**config.mk**
```make
export PLATFORM = sky130hd
export DESIGN_NAME = serial_subtractor
export DESIGN_NICKNAME = d
export VERILOG_FILES = /design/src/rtl/serial_subtractor.sv
export SDC_FILE = /design/constraint.sdc
export NUM_CORES = 1
export LEC_CHECK = 0
export BUFFER_PORTS_ARGS = -buffer_cell sky130_fd_sc_hd__buf_2
export CORE_MARGIN = 2
export CORE_UTILIZATION = 50
export CTS_CLUSTER_SIZE = 24
export DETAILED_ROUTE_END_ITERATION = 8
export PLACE_DENSITY_LB_ADDON = 0.3
export REMOVE_ABC_BUFFERS = 1
export SYNTH_ARGS = -nofsm -noshare
export SYNTH_HDL_FRONTEND = slang
export SYNTH_SLANG_ARGS = --single-unit
```
**constraint.sdc**
```tcl
create_clock -name clk -period 1.8 [get_ports clk]
set_input_delay 0.09 -clock clk [delete_from_list [all_inputs] [get_ports clk]]
set_output_delay 0.09 -clock clk [all_outputs]
set_load 0.03 [all_outputs]
```
**src/rtl/serial_subtractor.sv**
```systemverilog
// serial_subtractor: bit-serial LSB-first subtractor, diff = (a - b) mod 2^WIDTH.
// Optional signed overflow flag built when SUB_SIGNED_OVF_EN is defined.
//   clk    : clock, rising edge
//   rst_n  : asynchronous active-low reset
//   a, b   : minuend / subtrahend, sampled on an accepted start
//   start  : request a subtraction (IDLE, or DONE together with ack)
//   ack    : consumer acknowledge of the presented result
//   busy   : high in SHIFT or DONE
//   valid  : high in DONE
//   diff   : registered result, held until the next DONE entry
//   borrow : registered borrow-out, 1 iff a < b
//   ovf    : signed overflow flag (constant 0 unless SUB_SIGNED_OVF_EN)
module serial_subtractor #(
    parameter int WIDTH = 4
) (
    input  logic             clk,
    input  logic             rst_n,
    input  logic [WIDTH-1:0] a,
    input  logic [WIDTH-1:0] b,
    input  logic             start,
    input  logic             ack,
    output logic             busy,
    output logic             valid,
    output logic [WIDTH-1:0] diff,
    output logic             borrow,
    output logic             ovf
);

    localparam int CW = $clog2(WIDTH);

    typedef enum logic [1:0] {
        IDLE  = 2'd0,
        SHIFT = 2'd1,
        DONE  = 2'd2
    } state_t;

    state_t state_q, state_d;

    logic [WIDTH-1:0] a_sh_q, b_sh_q, r_sh_q;
    logic [CW-1:0]    cnt_q;
    logic             br_q;
    logic [WIDTH-1:0] diff_q;
    logic             borrow_q;

    logic             accept;
    logic             last_bit;
    logic             ai, bi, d, br_d;
    logic [WIDTH-1:0] r_d;

    // A new operation is taken from IDLE, or from DONE only when the
    // current result is acknowledged on the same edge.
    assign accept   = start && ((state_q == IDLE) ||
                                ((state_q == DONE) && ack));
    assign last_bit = (cnt_q == CW'(WIDTH - 1));

    assign ai   = a_sh_q[0];
    assign bi   = b_sh_q[0];
    assign d    = ai ^ bi ^ br_q;
    assign br_d = (~ai & bi) | (~(ai ^ bi) & br_q);
    assign r_d  = {d, r_sh_q[WIDTH-1:1]};

    // State register
    always_ff @(posedge clk or negedge rst_n) begin
        if (!rst_n) begin
            state_q <= IDLE;
        end else begin
            state_q <= state_d;
        end
    end

    // Next-state logic
    always_comb begin
        state_d = state_q;
        unique case (state_q)
            IDLE:    if (accept) state_d = SHIFT;
            SHIFT:   if (last_bit) state_d = DONE;
            DONE: begin
                if (accept) begin
                    state_d = SHIFT;
                end else if (ack) begin
                    state_d = IDLE;
                end
            end
            default: state_d = IDLE;
        endcase
    end

    // Output logic
    always_comb begin
        busy  = (state_q != IDLE);
        valid = (state_q == DONE);
    end

    // Datapath: operand/result shift registers and the result latch
    always_ff @(posedge clk or negedge rst_n) begin
        if (!rst_n) begin
            a_sh_q   <= '0;
            b_sh_q   <= '0;
            r_sh_q   <= '0;
            cnt_q    <= '0;
            br_q     <= 1'b0;
            diff_q   <= '0;
            borrow_q <= 1'b0;
        end else if (accept) begin
            a_sh_q <= a;
            b_sh_q <= b;
            r_sh_q <= '0;
            cnt_q  <= '0;
            br_q   <= 1'b0;
        end else if (state_q == SHIFT) begin
            a_sh_q <= {1'b0, a_sh_q[WIDTH-1:1]};
            b_sh_q <= {1'b0, b_sh_q[WIDTH-1:1]};
            r_sh_q <= r_d;
            br_q   <= br_d;
            if (last_bit) begin
                cnt_q    <= '0;
                diff_q   <= r_d;
                borrow_q <= br_d;
            end else begin
                cnt_q <= cnt_q + 1'b1;
            end
        end
    end

    assign diff   = diff_q;
    assign borrow = borrow_q;

`ifdef SUB_SIGNED_OVF_EN
    logic a_msb_q, b_msb_q, ovf_q;

    // The shift registers lose the operand MSBs, so keep them aside.
    // On the last bit, d is the MSB of the completed result.
    always_ff @(posedge clk or negedge rst_n) begin
        if (!rst_n) begin
            a_msb_q <= 1'b0;
            b_msb_q <= 1'b0;
            ovf_q   <= 1'b0;
        end else if (accept) begin
            a_msb_q <= a[WIDTH-1];
            b_msb_q <= b[WIDTH-1];
        end else if ((state_q == SHIFT) && last_bit) begin
            ovf_q <= (a_msb_q != b_msb_q) && (d != a_msb_q);
        end
    end

    assign ovf = ovf_q;
`else
    assign ovf = 1'b0;
`endif

endmodule

```
# Yosys cells after proc, flatten, opt, wreduce, memory -nomap -nowiden
# Cells that the tools add are included.
[classes]
addsub = 1
n_eq_ne = 6
mux = 16
bitwise_logic = 8
n_reduce_logical = 8
[op_table]
columns = ["cell", "n"]
rows = [
  ["$mux W4", 6],
  ["$mux W2", 7],
  ["$pmux W2 S3", 1],
  ["$reduce_and A3 Y1", 2],
  ["$eq A2 B2 Y1 const B", 2],
  ["$ne A2 B2 Y1 const B", 2],
  ["$reduce_bool A2 Y1", 2],
  ["$ne A3 B2 Y1 const B", 1],
  ["$not A1 Y1", 3],
  ["$add A2 B1 Y2 const B", 1],
  ["$and A1 B1 Y1", 2],
  ["$eq A2 B1 Y1 const B", 1],
  ["$logic_and A1 B1 Y1", 2],
  ["$logic_not A2 Y1", 1],
  ["$mux W1", 2],
  ["$xor A1 B1 Y1", 2],
  ["$logic_or A1 B1 Y1", 1],
  ["$or A1 B1 Y1", 1],
]
[totals]
ff_bits = 22
output_inout_bits = 8

# Longest topological paths before layout
# Gate-level depths: netlist of run 1.
[logic_depth]
word_depth = 6
depth_mapped = 5
ltp_nobuf = 4

# Worst setup path before layout of run 1
# OpenSTA, ideal clock, no wires.
[synth_timing]
path_type = "register to register"
start = "register cnt_q[0]"
end = "register diff_q[0], in the netlist diff[0]"
setup_ns = 0.125
arrival_time_ns = 1.126
required_ns = 1.675
setup_slack_ns = 0.549
path_stages_with_launch = 4
path_cell_list = "dfrtp_1 -> ha_1 -> nand3b_1 -> mux2_2"
[synth_between]
elab_chain_cells = 2
[synth_lines]
columns = ["element", "line", "text"]
rows = [
  ["start: declaration", "40", "logic [CW-1:0] cnt_q;"],
  ["start signal: assignment", "120", "cnt_q <= cnt_q + 1'b1;"],
  ["$eq A2 B2 Y1", "54", "assign last_bit = (cnt_q == CW'(WIDTH - 1));"],
  ["$reduce_and A3 Y1 (no line)", "n/a", ""],
  ["end signal: assignment", "117", "diff_q <= r_d;"],
  ["end: declaration", "42", "logic [WIDTH-1:0] diff_q;"],
]
# No other way between the ends.
# A chain may end at the register's enable or synchronous reset.

# Final worst setup path of run 1
[layout_timing]
start = "input ack"
end = "register a_sh_q[1]"
[layout_between]
elab_chain_cells = 4
word_cells_on_any_way = 5
[layout_lines]
columns = ["element", "line", "text"]
rows = [
  ["start: declaration", "21", "input logic ack,"],
  ["$logic_and A1 B1 Y1 *", "53", "((state_q == DONE) && ack));"],
  ["$logic_or A1 B1 Y1 *", "52", "assign accept = start && ((state_q == IDLE) ||"],
  ["$logic_and A1 B1 Y1 *", "52", ""],
  ["$mux W4 / $reduce_bool A2 Y1 (equally long branches)", "n/a", ""],
  ["end signal: assignment", "111", "a_sh_q <= {1'b0, a_sh_q[WIDTH-1:1]};"],
  ["end: declaration", "39", "logic [WIDTH-1:0] a_sh_q, b_sh_q, r_sh_q;"],
]
# Every way passes the cells marked *; elsewhere a longest branch is shown, timed or not.

==> flow_results.org, run 1 <==
** Final layout
- Cells with a size suffix above 1 make up 28.7% of the layout.
- Compared with the post-synthesis result, the final layout area differs by 17.3%.
- Antenna cell count :: 0
- Final nets :: 123
- Final instance area :: 1110 um2
- Post-route core utilization :: 63.7%

** Floorplan
- Row generation in the floorplan step produced 15 rows.
- Total die area :: 2260 um2
- Die span in y :: 47.5 um
- Boundary Pins :: 20
- The initial utilization of the core area, before any placement, comes to 54.3%.
- Horizontal die dimension :: 47.5 um
- Core ar. :: 1750 um2

** Setup path
- For the worst setup path, the data arrival time is 1.72 ns.
- Register-to-register setup slack :: 0.35 ns
- Endpoint required time on the critical path :: 1.98 ns
- Critical register-to-register path startpoint :: state_q[1]$_DFFE_PN0P_
- In this run the worst setup path begins at ack.
- In this run the critical register-to-register path is captured at a_sh_q[1]$_DFFE_PN0P_.
- FF-to-FF path depth :: 4
- The worst setup path is launched from an input pin.
- Worst Path Class, Setup :: input pin to register
- Worst setup endpoint :: a_sh_q[1]$_DFFE_PN0P_
- The worst setup path is captured at a register.
- Largest fanout on the critical path :: 9

** Global routing
- Number of global-route vias before repair :: 672
- Global routing finished with a remaining overflow of 0.
- The first global-routing pass estimated 2770 um of wire.
- Number of antenna violations at the first check in global routing :: 0
- For this run, the total global-route usage over all layers was measured as 17.9%.
- Entering global routing, the biggest net connects 22 pins.

** Yosys
- Summed over all instances, the cell type with the most area after synthesis is sky130_fd_sc_hd__dfrtp_1.
- Averaged over all synthesized cells, the footprint is 11.1 um2.
- During synthesis, Yosys emitted a total of 0 warnings.
- Sequential-to-total area share from yosys stat :: 55.5%
- Synthesized cell area :: 947 um2
- Area share of the leading cell type in the synthesized netlist :: 55.5%
- Share of flip-flops with an asynchronous set or reset :: 100%
- Yosys reg bits :: 21
- Number of unique standard cell types used by synthesis :: 23
- In the synthesized netlist, the number of instances is 85.
- Yosys attributes the largest share of cell area to sky130_fd_sc_hd__dfrtp_1 55%, sky130_fd_sc_hd__a221o_1 5.3%, sky130_fd_sc_hd__nand2_1 5.2%.
- In this run, synthesis inferred 0 flip-flops with an integrated enable.
- Among all flip-flop cells after synthesis, the most frequent one is sky130_fd_sc_hd__dfrtp_1.

** CTS
- CTS built an H-tree with a depth of 1.
- Counting the buffers created by CTS gives 3.
- Clock tree from TritonCTS :: built
- Worst-case clock buffer depth :: 2
- At the later pin of the worst-skew pair, clock insertion delay measures 0.29 ns.
- Cell at the root of the clock tree :: sky130_fd_sc_hd__clkbuf_4
- CTS saw 21 sinks.
- Clock edge transition at the registers on the reported setup and hold paths :: 0.11 ns
- Post-CTS timing repair inserted 0 buffers for setup.
- Post-cts resize count :: 0

** Timing
- For the finished layout, the period the worst path requires is 1.53 ns.
- Setup repair after global routing left no endpoint under its margin.
- Timing would allow up to 653 MHz.
- Setup violations remaining at the end of the flow were counted as 0.
- Share of the clock period used by the worst path :: 85.1%
- Final sum of negative setup slack :: 0 ns
- The number of endpoints with negative hold slack in the final report is 0.
- Clock skew on the completed layout was measured at 0.00548 ns.
- Max-slew violation total from the final report :: 0

** Routing
- The detailed router placed 673 vias in this run.
- Average wire per cell in the routed design :: 12.8 um
- For this block, the routed nets add up to 1700 um of wire.
- DR DRC count :: 0
- After the first detailed-routing iteration, the DRC count stood at 12.
- Dividing the detail-routed via count by the number of cells gives 5.06.
- Number of iterations in the first detailed-routing pass :: 3
- Antenna viol nets, final :: 0

** Placed design
- RePlAce Congestion :: 0.772
- Summing all placed instances gives a cell area of 1060 um2.
- HPWL after detailed placement :: 1300 um
- Input and output buffers added on the ports amount to 18.

** Min path
- HP Start :: b[1]
- In this run the worst hold path is classified as input pin to register.

** Power
- The worst-case IR drop observed on VDD is 809 uV.
- Total chip power :: 1.92 mW
- For this design the static power due to leakage is 0.556 nW.
- Power density of the placed cells :: 1730 nW/um2

** Status
- Result of the run :: finished clean

** Job
- Number of maximum-capacitance violations :: 0
registers in the layout (all words and copies together), names as in the netlist:
| signal | count |
|---|---|
| state_q | 2 |
| r_sh_q | 3 |
| a_sh_q | 4 |
| br_q | 1 |
| diff | 4 |
| b_sh_q | 4 |
| cnt_q | 2 |
| borrow | 1 |
through the flow:
step                      instances  hold slack, ns  worst slack, ns
after floorplan                  80          -0.206            0.345
after global placement          127          0.0649            0.410
after detailed placement        127          0.0660            0.378
after CTS                       133          0.0154            0.282
after global routing            133         0.00909            0.232
final                           133          0.0186            0.267
placed cells by master (no fill, tap or decap), drive strengths merged, types with 2 or more instances in the layout:
cell type,count
nor2b,2
mux2,4
buf,22
dlygate4sd3,2
a21oi,7
mux2i,2
and2,6
o21ai,2
dfrtp,21
nand2,13
inv,5
nand2b,4
a221o,5
clkbuf,4
repair_timing:
| item | CTS | global route |
|---|---|---|
| endpoints found under the setup margin | 0 | 0 |
| hold endpoints to repair | 22 | 0 |
| hold buffers | 2 | 0 |
synth_stat cells (all sizes together), types with 2 or more instances:
cell type and instances:
dfrtp 21, nand2 13, a21oi 7, and2 6
a221o 5, buf 5, inv 5, mux2 4
nand2b 4, mux2i 2, nor2b 2, o21ai 2
critical path, cell delays in order:
cell and delay [ns]:
sky130_fd_sc_hd__dlygate4sd3_1 0.52, sky130_fd_sc_hd__buf_2 0.13, sky130_fd_sc_hd__nand2b_1 0.16, sky130_fd_sc_hd__and2_1 0.25
sky130_fd_sc_hd__buf_4 0.20, sky130_fd_sc_hd__a221o_1 0.36
final cells by class:
type                            instances  area (um2)
Inverter                                5        18.8
Tap cell                               25        31.3
Timing Repair Buffer                   24         140
Fill cell                             158         634
Multi-Input combinational cell         54         369
Sequential cell                        21         526
Clock buffer                            4        26.3
logic make-up after synthesis:
kind of cell	Yosys count	synth area share (%)
AO/OA/AOI/OAI	17	13.1
adder cells (fa/ha/maj)	2	3.43
buffers and inverters	10	5.55
flip-flops	21	55.5
multiplexers	6	6.87
other	1	0.396
AND/OR/NAND/NOR	28	15.2
metal layers:
layer | track usage [%] | up-vias | part of all wire (%)
met5 | 0 | - | 0
met4 | 7.78 | 0 | 0.82
met3 | 3.40 | 2 | 2.8
li1 | - | 332 | -
met2 | 29.7 | 12 | 49
met1 | 22.8 | 327 | 48
worst min-delay path by stage:
stage                            end  slack [ns]  cells after the start
2_1_floorplan  a_sh_q[0]$_DFFE_PN0P_       -0.21                      0
3_3_place_gp   b_sh_q[0]$_DFFE_PN0P_        0.06                      1
3_5_place_dp   a_sh_q[1]$_DFFE_PN0P_        0.07                      1
4_1_cts        b_sh_q[1]$_DFFE_PN0P_        0.02                      2
5_1_grt        b_sh_q[1]$_DFFE_PN0P_       0.009                      2
6_report       b_sh_q[1]$_DFFE_PN0P_        0.02                      2
report_power, final:
group          total [mW]  switching [mW]  internal, mW
logic               0.916           0.516         0.399
clock network       0.217           0.131        0.0860
registers           0.792           0.118         0.674
total                1.92           0.765          1.16
Note: power is estimated with default switching activity, not from simulation.
==> run 2, diff against run 1 <==
--- a/config.mk
+++ b/config.mk
@@ -7,7 +7,7 @@
 export LEC_CHECK = 0
 export BUFFER_PORTS_ARGS = -buffer_cell sky130_fd_sc_hd__buf_2
 export CORE_MARGIN = 2
-export CORE_UTILIZATION = 50
+export CORE_UTILIZATION = 47
 export CTS_CLUSTER_SIZE = 24
 export DETAILED_ROUTE_END_ITERATION = 8
 export PLACE_DENSITY_LB_ADDON = 0.3
==> constraint.sdc (replaced) <==
create_clock -name clk -period 1.4 [get_ports clk]
set_input_delay 0.07 -clock clk [delete_from_list [all_inputs] [get_ports clk]]
set_output_delay 0.07 -clock clk [all_outputs]
set_load 0.03 [all_outputs]
==> run 2 against run 1 <==
Via count grew 8.6%; combinational power up 46%; clock skew fell by 0.0041 ns; flip-flop and latch count did not move; cell area rose by 13%; sequential power up 29%; final cell count up 9.8%; critical endpoint is now diff[3]$_DFFE_PN0P_; worst setup slack got worse by 0.21 ns; global-route usage shrank 0.80 points; hold slack gained 0.015 ns; core utilization is 1.7 points higher.
==> flow_results.org, run 2 (synthesis gave the netlist of run 1 again) <==
** Setup path
- Largest fanout on the critical path :: 2 (-7)
- Worst setup EP type :: register
- Register-to-register setup slack :: 0.06 ns (-0.29 ns)
- Critical register-to-register path startpoint :: b_sh_q[0]$_DFFE_PN0P_
- Endpoint required time on the critical path :: 1.60 ns (-0.38 ns)
- The number of gates on the worst path with buffers counted was 3 (-3).
- The depth of the most critical reg-to-reg path came to 3 (-1).
- Worst Path Class, Setup :: register to register
- The worst setup path is launched from a register.
- CP bufs+invs :: 1 (-2)
- Cells along the critical path :: inv_1, fa_1, mux2_4
- The critical path's largest stage delay was 0.47 ns (-0.05 ns).
- The data arrival at the endpoint of the critical path was 1.54 ns (-0.18 ns).
- Max stage delay cell, worst path :: sky130_fd_sc_hd__fa_1
- The kind of cell with the highest combined delay along the critical path is adder cells.
- The endpoint identified for the worst register-to-register timing path is diff[3]$_DFFE_PN0P_.

** Timing
- Unrepaired setup endpoints after global routing :: false
- Based on the critical path, the design can be clocked at up to 747 MHz.
- The worst path needs 1.34 ns of the cycle, external delays included.
- Max-slew violation total from the final report :: 0 (unchanged)
- The number of endpoints with negative hold slack in the final report came to 0 (unchanged).
- Share of the clock period used by the worst path :: 95.6%
- Final number of setup-violating endpoints :: 0 (unchanged)
- Clock skew :: 0.00138 ns (-0.00411 ns)

** Final layout
- The register area is 527 um2 (+0.24%).
- In the layout the commonest cells are 20 x sky130_fd_sc_hd__dfrtp_1, 18 x sky130_fd_sc_hd__buf_2, 13 x sky130_fd_sc_hd__nand2_1.
- Area growth from synthesis to layout :: 32.6%
- Most frequent standard cell in the layout excluding fill and tap cells :: sky130_fd_sc_hd__dfrtp_1
- The count of filler cells inserted in the layout was 155 (-1.9%).
- The number of nets in the finished design came to 134 (+8.9%).
- The ratio of cells with drive above 1 in the final layout is 32.8% (+4.1 points).
- Antenna cell count :: 0 (unchanged)
- The final core area utilization was 65.4% (+1.7 points).
- Multi-input logic area :: 398 um2 (+7.8%)
- The post-route cell area was 1260 um2 (+13%).

** Status
- The run finished with clean final reports.

** Global routing
- The via count of the first global-routing pass came to 730 (+8.6%).
- The global routing usage summed across all routing layers was 17.1% (-0.80 points).
- Number of antenna violations at the first check in global routing :: 0 (unchanged)
- The maximum number of pins on one net before global-route repair came to 22 (unchanged).
- The overflow left after global routing is 0 (unchanged).
- First-pass GRT wire length :: 3100 um (+12%)

** Power
- The post-layout total power came to 2.65 mW (+38%).
- The total power density per cell area is 2110 nW/um2 (+22%).
- The cell leakage power was 0.629 nW (+13%).
- Largest vdd supply drop :: 1090 uV (+35%)

** Job
- Number of maximum-capacitance violations :: 0 (unchanged)

** Floorplan
- Core ar. :: 1920 um2 (+10%)
- FP Rows :: 16 (+1)
- The die extent in y came to 48.9 um (+2.9%).
- The overall die area is 2390 um2 (+5.8%).
- The count of pins on the block boundary was 20 (unchanged).
- The die outline width was 48.9 um (+2.9%).
- The initial cell density of the core was 49.3% (-5.0 points).

** CTS
- Clock edge transition at the registers on the reported setup and hold paths :: 0.11 ns (about the same)
- The number of buffers inserted during clock tree synthesis was 3 (unchanged).
- Cell at the root of the clock tree :: sky130_fd_sc_hd__clkbuf_4
- Worst-case clock buffer depth :: 2 (unchanged)
- The CTS sink count was 21 (unchanged).
- The count of H-tree levels built during CTS came to 1 (unchanged).
- The clock latency on the worst-skew pair came to 0.30 ns (about the same).
- TritonCTS built the clock tree.

** Routing
- The via count of the routed design is 731 (+8.6%).
- Routed wire length :: 1830 um (+7.7%)
- DR DRC count :: 0 (unchanged)
- The post-detailed-route count of antenna-violating nets was 0 (unchanged).
- The average wire per standard cell came to 12.5 um (-1.9%).
- Number of iterations in the first detailed-routing pass :: 4 (+1)
- Routed vias/inst :: 5.01 (-1.1%)
- The iteration-0 DRC count of the detailed router is 9 (-3).

** Min path
- Hold/Removal Path Class :: input pin to register
- Worst Hold Endpoint :: b_sh_q[0]$_DFFE_PN0P_
- Worst Hold Depth :: 3 (+1)
- HP Start :: b[0]

** Placed design
- The routability-driven placement congestion ratio was 0.743 (-3.7%).
- HPWL after detailed placement :: 1250 um (-4.2%)
- The count of input and output buffers is 18 (unchanged).
- Area after detailed placement :: 1080 um2 (+1.4%)
## run 2: cell type report
class | instances | area share (%)
flip-flops and latches | 21 | 41.9
multi-input cells | 54 | 31.7
repair buffers | 35 | 20.1
well taps | 27 | 2.69
clock buffers | 4 | 2.09
inverters | 5 | 1.49
## run 2: tightest hold or removal path, stage by stage
cell	delay, ns
sky130_fd_sc_hd__buf_2	0.08
sky130_fd_sc_hd__a32oi_1	0.10
sky130_fd_sc_hd__o31ai_2	0.06
## run 2: power by group
part           switching (mW)  total (mW)  internal, mW
Clock                   0.176       0.287         0.111
Sequential              0.154        1.02         0.868
Combinational           0.706        1.34         0.635
Total                    1.04        2.65          1.61
## run 2: timing repair
item,in CTS,in global routing
setup endpoints to repair,1,8
setup buffers,1,3
hold buffers,8,1
cloned,0,0
hold endpoints to repair,28,1
resized for setup,0,8
## run 2: per-stage QoR
| step | TNS [ns] | std cells | hold slack [ns] | setup slack [ns] |
|---|---|---|---|---|
| after floorplan | -0.273 | 80 | -0.226 | -0.0546 |
| after global placement | 0 | 129 | 0.0480 | 0.0416 |
| after CTS | 0 | 142 | 0.0106 | 0.0175 |
| after global routing | 0 | 146 | 0.0346 | 0.00839 |
| final | 0 | 146 | 0.0341 | 0.0610 |
| after detailed placement | 0 | 129 | 0.0557 | 0.0172 |
## run 2: how the worst max path moves through the flow
| stage | from | end | slack, ns |
|---|---|---|---|
| after detailed placement | cnt_q[0]$_DFFE_PN0P_ | diff[2]$_DFFE_PN0P_ | 0.02 |
| after floorplan | state_q[0]$_DFFE_PN0P_ | b_sh_q[1]$_DFFE_PN0P_ | -0.05 |
| after global routing | state_q[0]$_DFFE_PN0P_ | b_sh_q[2]$_DFFE_PN0P_ | 0.008 |
| after CTS | cnt_q[0]$_DFFE_PN0P_ | diff[2]$_DFFE_PN0P_ | 0.02 |
| final | b_sh_q[0]$_DFFE_PN0P_ | diff[3]$_DFFE_PN0P_ | 0.06 |
| after global placement | cnt_q[0]$_DFFE_PN0P_ | diff[0]$_DFFE_PN0P_ | 0.04 |
## run 2: metal layers
layer / part of all wire (%) / global-route usage (%)
met4: 1.9 / 7.14
met1: 44 / 18.9
met5: 0 / 0
met2: 51 / 32.2
met3: 2.6 / 2.76
==> run 3, diff against run 2 <==
--- a/config.mk
+++ b/config.mk
@@ -6,7 +6,6 @@
 export NUM_CORES = 1
 export LEC_CHECK = 0
 export BUFFER_PORTS_ARGS = -buffer_cell sky130_fd_sc_hd__buf_2
-export CORE_MARGIN = 2
 export CORE_UTILIZATION = 47
 export CTS_CLUSTER_SIZE = 24
 export DETAILED_ROUTE_END_ITERATION = 8
==> run 3 against run 2 <==
Clock-buffer cell count decreased by 1; fmax shrank 2.9%; largest cell class unchanged; clock skew increased by 0.010 ns; first-iteration DRC count is the same; cell area down 5.3%; hold slack worse by 0.034 ns; power down 5.7%; global-route usage up 0.89 points; critical path depth is 3 higher; core utilization increased by 0.68 points; worst setup slack lost 0.040 ns.
==> flow_results.org, run 3 (synthesis gave the netlist of run 1 again) <==
** CTS
- The clock-pin slew reported for the worst setup and hold paths after clock tree synthesis was 0.13 ns (+0.02 ns).
- Clock tree from TritonCTS :: built
- The largest buffer count on any clock path came to 2 (unchanged).
- Inserted Clock Buffers :: 3 (unchanged)
- Clock latency on the worst-skew pair :: 0.30 ns (about the same)
- The root buffer cell chosen for the clock tree is sky130_fd_sc_hd__clkbuf_4.
- The CTS sink count came to 21 (unchanged).
- The count of H-tree levels built during CTS is 1 (unchanged).

** Final layout
- In the layout the commonest cells are 21 x sky130_fd_sc_hd__dfrtp_1, 18 x sky130_fd_sc_hd__buf_2, 13 x sky130_fd_sc_hd__nand2_1.
- The post-route cell area came to 1190 um2 (-5.3%).
- Final nets :: 129 (-3.7%)
- The post-layout instance count excluding filler cells was 139 (-4.8%).
- Area growth from synthesis to layout :: 25.6%
- Antenna cell count :: 0 (unchanged)
- Fraction of final layout cells with drive strength greater than 1 :: 29.8% (-2.9 points)
- Leaving out fill and tap cells, the most frequent cell in the layout is sky130_fd_sc_hd__dfrtp_1.
- The count of filler cells inserted in the layout came to 159 (+2.6%).

** Power
- Switching power share of the total :: 39.8% (+0.72 points)
- Sequential power share :: 40.7% (+2.1 points)
- The internal portion of total power was 1.50 mW (-6.8%).
- The clock network fraction of total power is 11.6% (+0.8 points).
- The cell leakage power came to 0.586 nW (-6.9%).
- Total chip power :: 2.50 mW (-5.7%)
- The power spent charging and discharging nets is 0.994 mW (-4.0%).
- Largest vdd supply drop :: 924 uV (-15%)
- The logic gate share of total power was 47.7% (-2.9 points).
- Power density of the placed cells :: 2100 nW/um2 (-0.49%)

** Global routing
- The number of antenna violations at the first check in global routing came to 0 (unchanged).
- Global-route usage over all layers :: 18.0% (+0.89 points)
- The maximum number of pins on one net before global-route repair is 22 (unchanged).
- The overflow left after global routing came to 0 (unchanged).
- The via count of the first global-routing pass was 596 (-18%).
- The wire length of the first global-routing pass is 2670 um (-14%).

** Timing
- Final hold violations :: 0 (unchanged)
- The final critical-path setup slack was 0.0211 ns (-0.0399 ns).
- The final period utilization was 98.5% (+2.9 points).
- The maximum operating frequency came to 725 MHz (-2.9%).
- Post-route minimum period :: 1.38 ns (+0.0399 ns)
- The setup violation total in the final timing report came to 0 (unchanged).
- Max-slew violation total from the final report :: 0 (unchanged)
- Setup repair after global routing left no endpoint under its margin.
- Clock skew :: 0.0115 ns (+0.0101 ns)

** Setup path
- The endpoint required time on the critical path came to 1.60 ns (about the same).
- Arrival time reported for the critical path endpoint :: 1.58 ns (+0.04 ns)
- The maximum fanout encountered on the critical timing path came to 15 (+13).
- Worst setup EP type :: register
- Worst Path Class, Setup :: input pin to register
- Kind of start point of the critical path :: input pin

** Placed design
- # placed instances :: 126 (-2.3%)
- The count of input and output buffers is 18 (unchanged).
- HPWL after detailed placement :: 1180 um (-5.1%)
- Area after detailed placement :: 1070 um2 (-0.93%)
- Minimum setup slack after placement :: 0.0327 ns (+0.0155 ns)
- The routability-driven placement congestion ratio came to 0.721 (-2.9%).

** Routing
- The DRC violations left was 0 (unchanged).
- Routed wire length :: 1720 um (-5.9%)
- Top routing layer in use :: met4
- The routed length on met2 is 818 um (-13%).
- Number of iterations in the first detailed-routing pass :: 4 (unchanged)
- The post-detailed-route count of antenna-violating nets came to 0 (unchanged).
- The average vias per placed instance came to 4.94 (-1.3%).
- The via count of the routed design is 687 (-6.0%).
- Met3 Wirelength :: 40 um (-17%)
- The iteration-0 DRC count of the detailed router was 9 (unchanged).
- Average wire per cell in the routed design :: 12.4 um (-1.2%)
- Wire length on met1 :: 847 um (+5.0%)

** Min path
- The worst hold path belongs to the class input pin to register.

** Status
- Result of the run :: finished clean

** Floorplan
- The initial cell density of the core is 52.6% (+3.3 points).
- Horizontal die dimension :: 46.9 um (-4.1%)
- Boundary Pins :: 20 (unchanged)
- FP Rows :: 15 (-1)
- Core ar. :: 1800 um2 (-6.2%)
- Die span in y :: 46.9 um (-4.1%)
- The overall die area is 2200 um2 (-8.0%).

** Job
- The number of max-cap violations came to 0 (unchanged).
## run 3: final cells by class
class	instances	area [um2]	area share (%)
clock buffers	3	22.5	1.89
repair buffers	30	213	17.9
inverters	5	18.8	1.58
flip-flops and latches	21	526	44.2
multi-input cells	54	374	31.4
well taps	25	31.3	2.63
clock inverters	1	5.00	0.421
## run 3: final timing paths
kind                                             start                    end  slack [ns]  cells past startpoint
max in group asynchronous                        rst_n  r_sh_q[3]$_DFFE_PN0P_        0.85                      2
min in group asynchronous                        rst_n    diff[0]$_DFFE_PN0P_        0.23                      2
worst min register to register      borrow$_DFFE_PN0P_     borrow$_DFFE_PN0P_        0.50                      2
worst max-delay path                               ack  a_sh_q[2]$_DFFE_PN0P_        0.02                      6
worst min-delay path                              a[2]  a_sh_q[2]$_DFFE_PN0P_      0.0002                      2
worst max register to register  state_q[1]$_DFFE_PN0P_  a_sh_q[2]$_DFFE_PN0P_        0.07                      4
## run 3: power groups by stage
stage	combinational, mW	clock [mW]	sequential, mW
floorplan	0.692	0	1.12
global placement	1.14	0	1.02
detailed placement	1.17	0	1.03
CTS	1.18	0.298	1.02
global route	1.33	0.324	1.05
finish	1.19	0.291	1.02
## run 3: repair_timing
action	in CTS	in global routing
buffers inserted	0	1
resized for setup	0	2
hold endpoints to repair	28	0
endpoints found under the setup margin	0	9
hold buffers	8	0
## run 3: per-layer routing
layer | vias to the layer above | track usage (%)
met1 | 323 | 25.1
li1 | 347 | -
met4 | 0 | 10.3
met3 | 2 | 2.31
met2 | 15 | 27.2
met5 | - | 0
## run 3: stage by stage
step | utilization [%] | hold WS [ns] | TNS, ns
3_5_place_dp | 59.4 | 0.0455 | 0
6_report | 66.0 | 0.000230 | 0
5_1_grt | 66.0 | 0.00750 | 0
4_1_cts | 65.3 | 0.00555 | 0
3_3_place_gp | 59.4 | 0.0446 | 0
2_1_floorplan | - | -0.226 | -0.273
## run 3: worst max-delay path: stages
cell and delay (ns):
sky130_fd_sc_hd__dlygate4sd3_1 0.54, sky130_fd_sc_hd__buf_2 0.13, sky130_fd_sc_hd__nand2b_1 0.17, sky130_fd_sc_hd__and2_4 0.18, sky130_fd_sc_hd__buf_12 0.14, sky130_fd_sc_hd__a221o_1 0.34
